`src/rtl/store_write_arbiter.sv`:
```
// store_write_arbiter: round-robin arbitration of two store ports, alignment check,
// byte-lane formatting and a small FIFO draining onto the data-memory write port.
module store_write_arbiter #(
  parameter int DATA_WIDTH  = 32,
  parameter int ADDR_WIDTH  = 32,
  parameter int WR_EN_WIDTH = 4,
  parameter int FIFO_DEPTH  = 4
) (
  input  logic                   clk,
  input  logic                   rst_n,
  input  logic                   req0_valid,
  output logic                   req0_ready,
  input  logic [ADDR_WIDTH-1:0]  req0_addr,
  input  logic [DATA_WIDTH-1:0]  req0_data,
  input  logic [1:0]             req0_size,
  input  logic                   req1_valid,
  output logic                   req1_ready,
  input  logic [ADDR_WIDTH-1:0]  req1_addr,
  input  logic [DATA_WIDTH-1:0]  req1_data,
  input  logic [1:0]             req1_size,
  input  logic                   mem_gnt,
  output logic [WR_EN_WIDTH-1:0] wr_en,
  output logic [ADDR_WIDTH-1:0]  wr_addr,
  output logic [DATA_WIDTH-1:0]  wr_data,
  output logic                   misalign_err,
  output logic [ADDR_WIDTH-1:0]  err_addr,
  output logic                   err_src,
  output logic                   busy
);
  localparam int PW = $clog2(FIFO_DEPTH);
  logic                   last_grant, sel1, full, xfer, mis, push, pop;
  logic [PW:0]            count;
  logic [PW-1:0]          rd_ptr, wr_ptr;
  logic [ADDR_WIDTH-1:0]  addr;
  logic [DATA_WIDTH-1:0]  data, fdata;
  logic [1:0]             size;
  logic [WR_EN_WIDTH-1:0] base, fen;
  logic [WR_EN_WIDTH-1:0] fifo_en   [FIFO_DEPTH];
  logic [ADDR_WIDTH-1:0]  fifo_addr [FIFO_DEPTH];
  logic [DATA_WIDTH-1:0]  fifo_data [FIFO_DEPTH];
  // last_grant holds the port of the last transfer; on a tie the other port wins
  assign sel1       = req1_valid & (~req0_valid | ~last_grant);
  assign full       = count[PW];
  assign req0_ready = req0_valid & ~sel1 & ~full;
  assign req1_ready = sel1 & ~full;
  assign xfer       = req0_ready | req1_ready;
  assign addr       = sel1 ? req1_addr : req0_addr;
  assign data       = sel1 ? req1_data : req0_data;
  assign size       = sel1 ? req1_size : req0_size;
  assign mis        = (size == 2'd3) | (size == 2'd1 & addr[0]) | (size == 2'd2 & |addr[1:0]);
  assign base       = size == 2'd0 ? WR_EN_WIDTH'(4'b0001) : size == 2'd1 ? WR_EN_WIDTH'(4'b0011) : WR_EN_WIDTH'(4'b1111);
  assign fen        = base << addr[1:0];
  assign fdata      = size == 2'd0 ? {4{data[7:0]}} : size == 2'd1 ? {2{data[15:0]}} : data;
  assign push       = xfer & ~mis;
  assign pop        = |count & mem_gnt;
  assign busy       = |count | |wr_en;
  always_ff @(posedge clk)
    if (push) begin
      fifo_en[wr_ptr]   <= fen;
      fifo_addr[wr_ptr] <= {addr[ADDR_WIDTH-1:2], 2'b00};
      fifo_data[wr_ptr] <= fdata;
    end
  always_ff @(posedge clk or negedge rst_n)
    if (!rst_n) begin
      last_grant   <= 1'b1;
      count        <= '0;
      rd_ptr       <= '0;
      wr_ptr       <= '0;
      wr_en        <= '0;
      wr_addr      <= '0;
      wr_data      <= '0;
      misalign_err <= 1'b0;
      err_addr     <= '0;
      err_src      <= 1'b0;
    end else begin
      last_grant   <= xfer ? sel1 : last_grant;
      count        <= count + (PW+1)'(push) - (PW+1)'(pop);
      wr_ptr       <= push ? wr_ptr + PW'(1) : wr_ptr;
      rd_ptr       <= pop ? rd_ptr + PW'(1) : rd_ptr;
      wr_en        <= pop ? fifo_en[rd_ptr] : '0;
      wr_addr      <= pop ? fifo_addr[rd_ptr] : wr_addr;
      wr_data      <= pop ? fifo_data[rd_ptr] : wr_data;
      misalign_err <= xfer & mis;
      err_addr     <= xfer & mis ? addr : err_addr;
      err_src      <= xfer & mis ? sel1 : err_src;
    end
endmodule
```
`config.mk`:
```
export PLATFORM = sky130hd
export DESIGN_NAME = store_write_arbiter
export DESIGN_NICKNAME = d
export VERILOG_FILES = /design/src/rtl/store_write_arbiter.sv
export SDC_FILE = /design/constraint.sdc
export NUM_CORES = 1
export LEC_CHECK = 0
export BUFFER_PORTS_ARGS = -buffer_cell sky130_fd_sc_hd__buf_2
export CELL_PAD_IN_SITES_DETAIL_PLACEMENT = 0
export CELL_PAD_IN_SITES_GLOBAL_PLACEMENT = 2
export CORE_UTILIZATION = 30
export DETAILED_ROUTE_END_ITERATION = 6
export GPL_TIMING_DRIVEN = 0
export PLACE_DENSITY = 0.66
export SYNTH_ARGS = -nofsm -noshare
export SYNTH_HDL_FRONTEND = slang
export SYNTH_SLANG_ARGS = --single-unit
export TNS_END_PERCENT = 30
```
`constraint.sdc`:
```
create_clock -name clk -period 4.6 [get_ports clk]
set_input_delay 1.38 -clock clk [delete_from_list [all_inputs] [get_ports clk]]
set_output_delay 1.38 -clock clk [all_outputs]
set_load 0.05 [all_outputs]
```
-- Word-level counts from Yosys, hierarchy flattened
Memories as Yosys holds them, arrays and structs flattened. A register that Yosys moved wholly into a read port is not among the register bits.
Cells that the tools add are included.
Widths: inputs -> output; s select.
- bits of input ports: 137
- memories: 3
- logic and storage cells: 55
- bits in writable memories: 264
- bits in registers: 78
- output and inout bits: 105
- memories (memory ; words ; bits a word ; rd ports ; clocked after memory_dff ; write ports ; RTL line ; RTL):
    fifo_data ; 4 ; 32 ; 1 ; 1 ; 1 ; 40 ; logic [DATA_WIDTH-1:0] fifo_data [FIFO_DEPTH];
    fifo_addr ; 4 ; 30 ; 1 ; 1 ; 1 ; 39 ; logic [ADDR_WIDTH-1:0] fifo_addr [FIFO_DEPTH];
    fifo_en ; 4 ; 4 ; 1 ; 0 ; 1 ; 38 ; logic [WR_EN_WIDTH-1:0] fifo_en [FIFO_DEPTH];
- mux-type cells: 10
- equal/unequal tests: 3
- bitwise operators: 19
- shift operators: 1
- $add $sub $neg: 4
- reduce and logical (&&, ||, !) cells: 6
- operator list (operator ; number):
    $mux 32 ; 4
    $mux 4 ; 3
    $and 1x1->1 ; 9
    $not 1->1 ; 5
    $or 1x1->1 ; 5
    $add 2x1->2 const B ; 2
    $eq 2x2->1 const B ; 2
    $reduce_or 4->1 ; 1
    $shl 4x2->4 ; 1
    $add 3x1->3 ; 1
    $reduce_or 3->1 ; 1
    $sub 3x1->3 ; 1
    $eq 2x1->1 const B ; 1
    $logic_not 1->1 ; 2
    $logic_not 2->1 ; 1
    $mux 1 ; 2
    $mux 2 ; 1
    $reduce_or 2->1 ; 1

-- Logic depth before layout (Yosys ltp)
- word-level depth: 12
- depth in mapped cells: 13
- gate-level depth less buffers: 10

-- Worst setup path after synthesis
Ideal clock, no wire load.
- path type: input port to flip-flop
- start: in req1_size[0]
- end: mem fifo_addr[0][0] in the netlist's numbering (enable)
- stages: 4
- path buffers: 0
- required time: 4169 ps
- library setup time: 431 ps
- slack: 456 ps
- arrival time: 3713 ps
- cell sequence: nor3_1 > nor2_1 > o32ai_4 > and2_1
- word-level cells in the longest chain between the ends: 9
- elaborated cells between the ends (all ways): 12
- classes of those cells: eq/ne (3); mux (3); bitwise (6)
- ends and longest elaborated chain (item ; RTL line ; RTL):
    start, declared ; 20 ; input logic [1:0] req1_size,
    $mux 2 (*) ; 49 ; assign size = sel1 ? req1_size : req0_size;
    $eq 2x1->1 ; 50 ; assign mis = (size == 2'd3) | (size == 2'd1 & addr[0]) | (size == 2'd2 & |addr[1:0]);
    $and 1x1->1 ; 50 ;
    $or 1x1->1 ; 50 ;
    $or 1x1->1 (*) ; 50 ;
    $not 1->1 (*) ; 54 ; assign push = xfer & ~mis;
    $and 1x1->1 (*) ; 54 ;
    net push ; 31 ; logic last_grant, sel1, full, xfer, mis, push, pop;
    $mux 1 (*) ; 58 ; if (push) begin
    $mux 1 (not written as such) (*) ; 60 ; fifo_addr[wr_ptr] <= {addr[ADDR_WIDTH-1:2], 2'b00};
    end, declared ; 39 ;
The timed path passes the listed nets; every way through them passes the cells marked *.

-- Worst setup path in the final report
- start: in req1_valid
- end: mem fifo_data[1][27], data pin
- word-level cells in the longest chain between the ends: 5
- elaborated cells between the ends (all ways): 7
- classes of those cells: eq/ne (1); mux (4); bitwise (1); reduce/logical (1)
- ends and longest elaborated chain (item ; RTL line ; RTL):
    start, declared ; 16 ; input logic req1_valid,
    $and 1x1->1 (*) ; 42 ; assign sel1 = req1_valid & (~req0_valid | ~last_grant);
    $mux 2 ; 49 ;
    $eq 2x1->1 ; 53 ; assign fdata = size == 2'd0 ? {4{data[7:0]}} : size == 2'd1 ? {2{data[15:0]}} : data;
    $mux 32 ; 53 ;
    $mux 32 (*) ; 53 ;
    net fdata[27] ; 35 ; logic [DATA_WIDTH-1:0] data, fdata;
    end, declared ; 40 ;
Marked as above.

==> summary.md <==
| Metric | Value |
|---|---|
| Cells after Synth | `just under 900` |
| Vias in the first global route | `~8,800` |
| FF-to-FF End | `fifo_data[1][27]` |
| Final setup violation count | `0` |
| Crit path from | `req1_valid` |
| Cell count along the critical path | `6` |
| # nets final | `1,306` |
| Fmax | `~270 MHz` |
| Worst path max stage delay | `slightly below 700 ps` |
| Number of hold buffers added after CTS | `0` |
| Crit path to | `fifo_data[1][27]` |
| Final Hold Vio Count | `0` |
| Crit-path max FO | `10` |
| Layout Cells excl Fill | `1,866` |
| Fin worst setup slack | `928 ps` |
| Yosys reg bits | `372` |
| Gr ovfl total | `0` |
| Cell Chain, Critical Path | `buf_2 -> a21boi_1 -> clkbuf_1 -> nor2_1 -> o21ai_0 -> nand3_1` |
| Drt drc | `0` |
| Setup repair bufs after CTS | `0` |
| RSZ-0062 raised after global routing | `no` |
| Average wire per cell in the routed design | `between 20 and 25 um` |
| Post-Synthesis Cell Area | `around 15,000 sq um` |
| Least-Margin Pin Slew | `roughly 1100 ps` |
| Total GRT Usage | `between 10% and 20%` |
| Final HPWL DP | `~28,000 um` |
| Async S/R FF share, synth | `slightly below 30%` |
| Post-synth top flop | `edfxtp_1` |
| Required @ worst endpoint | `~4800 ps` |
| Core ar. | `roughly 50,000 sq um` |
| CP max-delay cell | `o21ai_0` |
| Longest Clk Path Bufs | `3` |
| Clock Skews | `between 30 and 40 ps` |
| Final wirelength | `about 42,000 um` |
| Final Max Tran Viols | `0` |
| Die span in x | `around 230 um` |
| Number of port buffers | `239` |
| Site row count | `roughly 80` |
| # diodes | `0` |
| Clock-pin slew on the worst setup and hold paths | `60 ps` |
| Vias | `around 8,600` |
| Root Driver | `clkbuf_16` |
| Pwr per Cell Area | `about 700 nW/um^2` |
| Starting Density | `between 30 and 40%` |
| Synth cell types | `40` |
| Flop2flop setup slack | `1480 ps` |
| Crit-path leading delay family | `compound AO/OA/AOI/OAI gates` |
| CTS HTree Levels | `2` |
| Period utilisation layout | `between 70% and 80%` |
| Vias per cell | `between 4 and 5` |
| P&R area growth vs syn | `23.9%` |
| CTS-repair resized insts | `0` |
| Syn Area/Cell | `between 15 and 20 sq um` |
| Outcome | `completed` |
| CTS tree | `done` |
| Die footprint | `51,400 sq um` |
| Antenna Nets Post-Route | `0` |
| Clk sinks | `372` |
| MaxCap Viol Count | `0` |
| CTS Buf Count | `42` |
| Gpl congestion | `between 0.7 and 0.8` |
| Hold Path Cell Cnt | `1` |
| Share of cells above drive strength 1 | `between 40% and 50%` |
| Worst r2r path cells | `5` |
| Pin count of the biggest net entering global routing | `70` |
| Worst rel slew slack | `a little over a quarter` |
| Worst hold slack | `~480 ps` |
| Post-synth EDFFs | `264` |
| Placed insts | `~1,800` |
| Critical path arrival | `3890 ps` |
| Starting DRT DRC Count | `between 500 and 600` |
| Initial antenna violation count | `4` |
| CP startpoint kind | `primary input` |
| IO Pins | `~240` |
| Max VDD drop | `0.000332 V` |
| Leak Pwr | `7.32 nW` |
| Reg2reg start | `last_grant` |
| Later-pin clock latency in the skew report | `570 ps` |
| Min-Delay Path Class | `flip-flop to flip-flop` |
| First-pass GRT wire length | `59,600 um` |
| Sequential area share after synthesis | `~70%` |
| Initial DRT Pass Iterations | `5` |
| Dpl ws | `between 150 and 200 ps` |
| Die height | `227 um` |
| Min Tclk post-route | `around 3700 ps` |
| Crit path buffers/inverters | `2` |
| Critical path type | `primary input to flip-flop` |
| Worst setup EP type | `flip-flop` |
| Yosys Warn Count | `0` |
## how the worst min path moves through the flow
| stage | start | to | slack, ps |
|---|---|---|---|
| floorplan | wr_ptr[1] | wr_ptr[1] | 530 |
| global placement | err_addr[16] | err_addr[16] | 480 |
| detailed placement | err_addr[16] | err_addr[16] | 480 |
| CTS | err_addr[16] | err_addr[16] | 490 |
| global route | err_addr[24] | err_addr[24] | 520 |
| finish | err_addr[16] | err_addr[16] | 480 |
## metal layers
metal / vias up / routed length [um] / global-route usage (%)
li1: 3892 / - / -
met1: 4416 / 17500 / 20.9
met2: 256 / 20400 / 27.3
met3: 62 / 2930 / 4.94
met4: 8 / 686 / 3.92
met5: - / 48 / 0
## stage by stage
stage          total power, mW  instance area, sq um  utilization, %  setup TNS, ps
5_1_grt                   13.8                 18800            37.6              0
3_3_place_gp              9.77                 17200            34.4        -402830
4_1_cts                   13.4                 18800            37.6              0
6_report                  13.1                 18800            37.6              0
2_1_floorplan             8.37                 15200               -              0
3_5_place_dp              9.84                 17400            34.7              0
## cell type report
type                       count  area (sq um)
buffer                        49           288
clock buffer                  60          1180
clock inverter                16           244
fill                        4796         31200
inverter                      10          37.5
multi-input combinational    443          4210
sequential                   372         10600
tap                          672           841
timing repair buffer         244          1340
## state kept, by name (all words and copies together) (netlist names)
register / count
count: 3
err_addr: 32
err_src: 1
fifo_addr: 120
fifo_data: 128
fifo_en: 16
last_grant: 1
misalign_err: 1
rd_ptr: 2
wr_addr: 30
wr_data: 32
wr_en: 4
wr_ptr: 2
## where the power goes
part,internal (mW),switching (mW)
combinational,1.64,3.24
sequential,4.46,0.313
clock,2.13,1.34
## synthesized netlist by cell type (8+ instances only)
cell / instances / area (sq um)
mux2_1: 8 / 90.1
dfrtp_1: 107 / 2680
mux2i_1: 26 / 260
buf_2: 20 / 100
clkbuf_1: 11 / 41.3
mux2_2: 102 / 1150
inv_1: 8 / 30.0
nand2_1: 132 / 495
mux4_2: 66 / 1490
buf_6: 8 / 90.1
and2_1: 8 / 50.1
nand3_1: 22 / 110
nor2_1: 19 / 71.3
edfxtp_1: 264 / 7930
o21ai_0: 18 / 90.1
## logic make-up after synthesis
logic type,synth area share [%]
other,0.0247
and+or+nand+nor,5.47
AOI/OAI and AO/OA,1.44
DFF,70.1
adders and majority gates,0.627
xor gates and xnor gates,0.289
muxes,19.8
buffers and inverters,2.15
## worst reg2reg max path: stages (launching register included)
cell,delay (ps)
dfstp_2,380
a21boi_1,640
clkbuf_1,630
nor2_1,110
o21ai_0,690
nand3_1,320
## cell usage in the layout (no fill, tap or decap), drive strengths merged, types with 12 or more instances in the layout
| cell type | Yosys | routed |
|---|---|---|
| dfrtp | 107 | 107 |
| clkbuf | 11 | 71 |
| mux2i | 27 | 27 |
| mux4 | 66 | 66 |
| nor2 | 20 | 20 |
| o21ai | 18 | 18 |
| mux2 | 110 | 110 |
| buf | 38 | 282 |
| edfxtp | 264 | 264 |
| inv | 10 | 12 |
| nand3 | 23 | 23 |
| nand2 | 132 | 132 |
No activity file was read; power rests on OpenSTA's default activity.
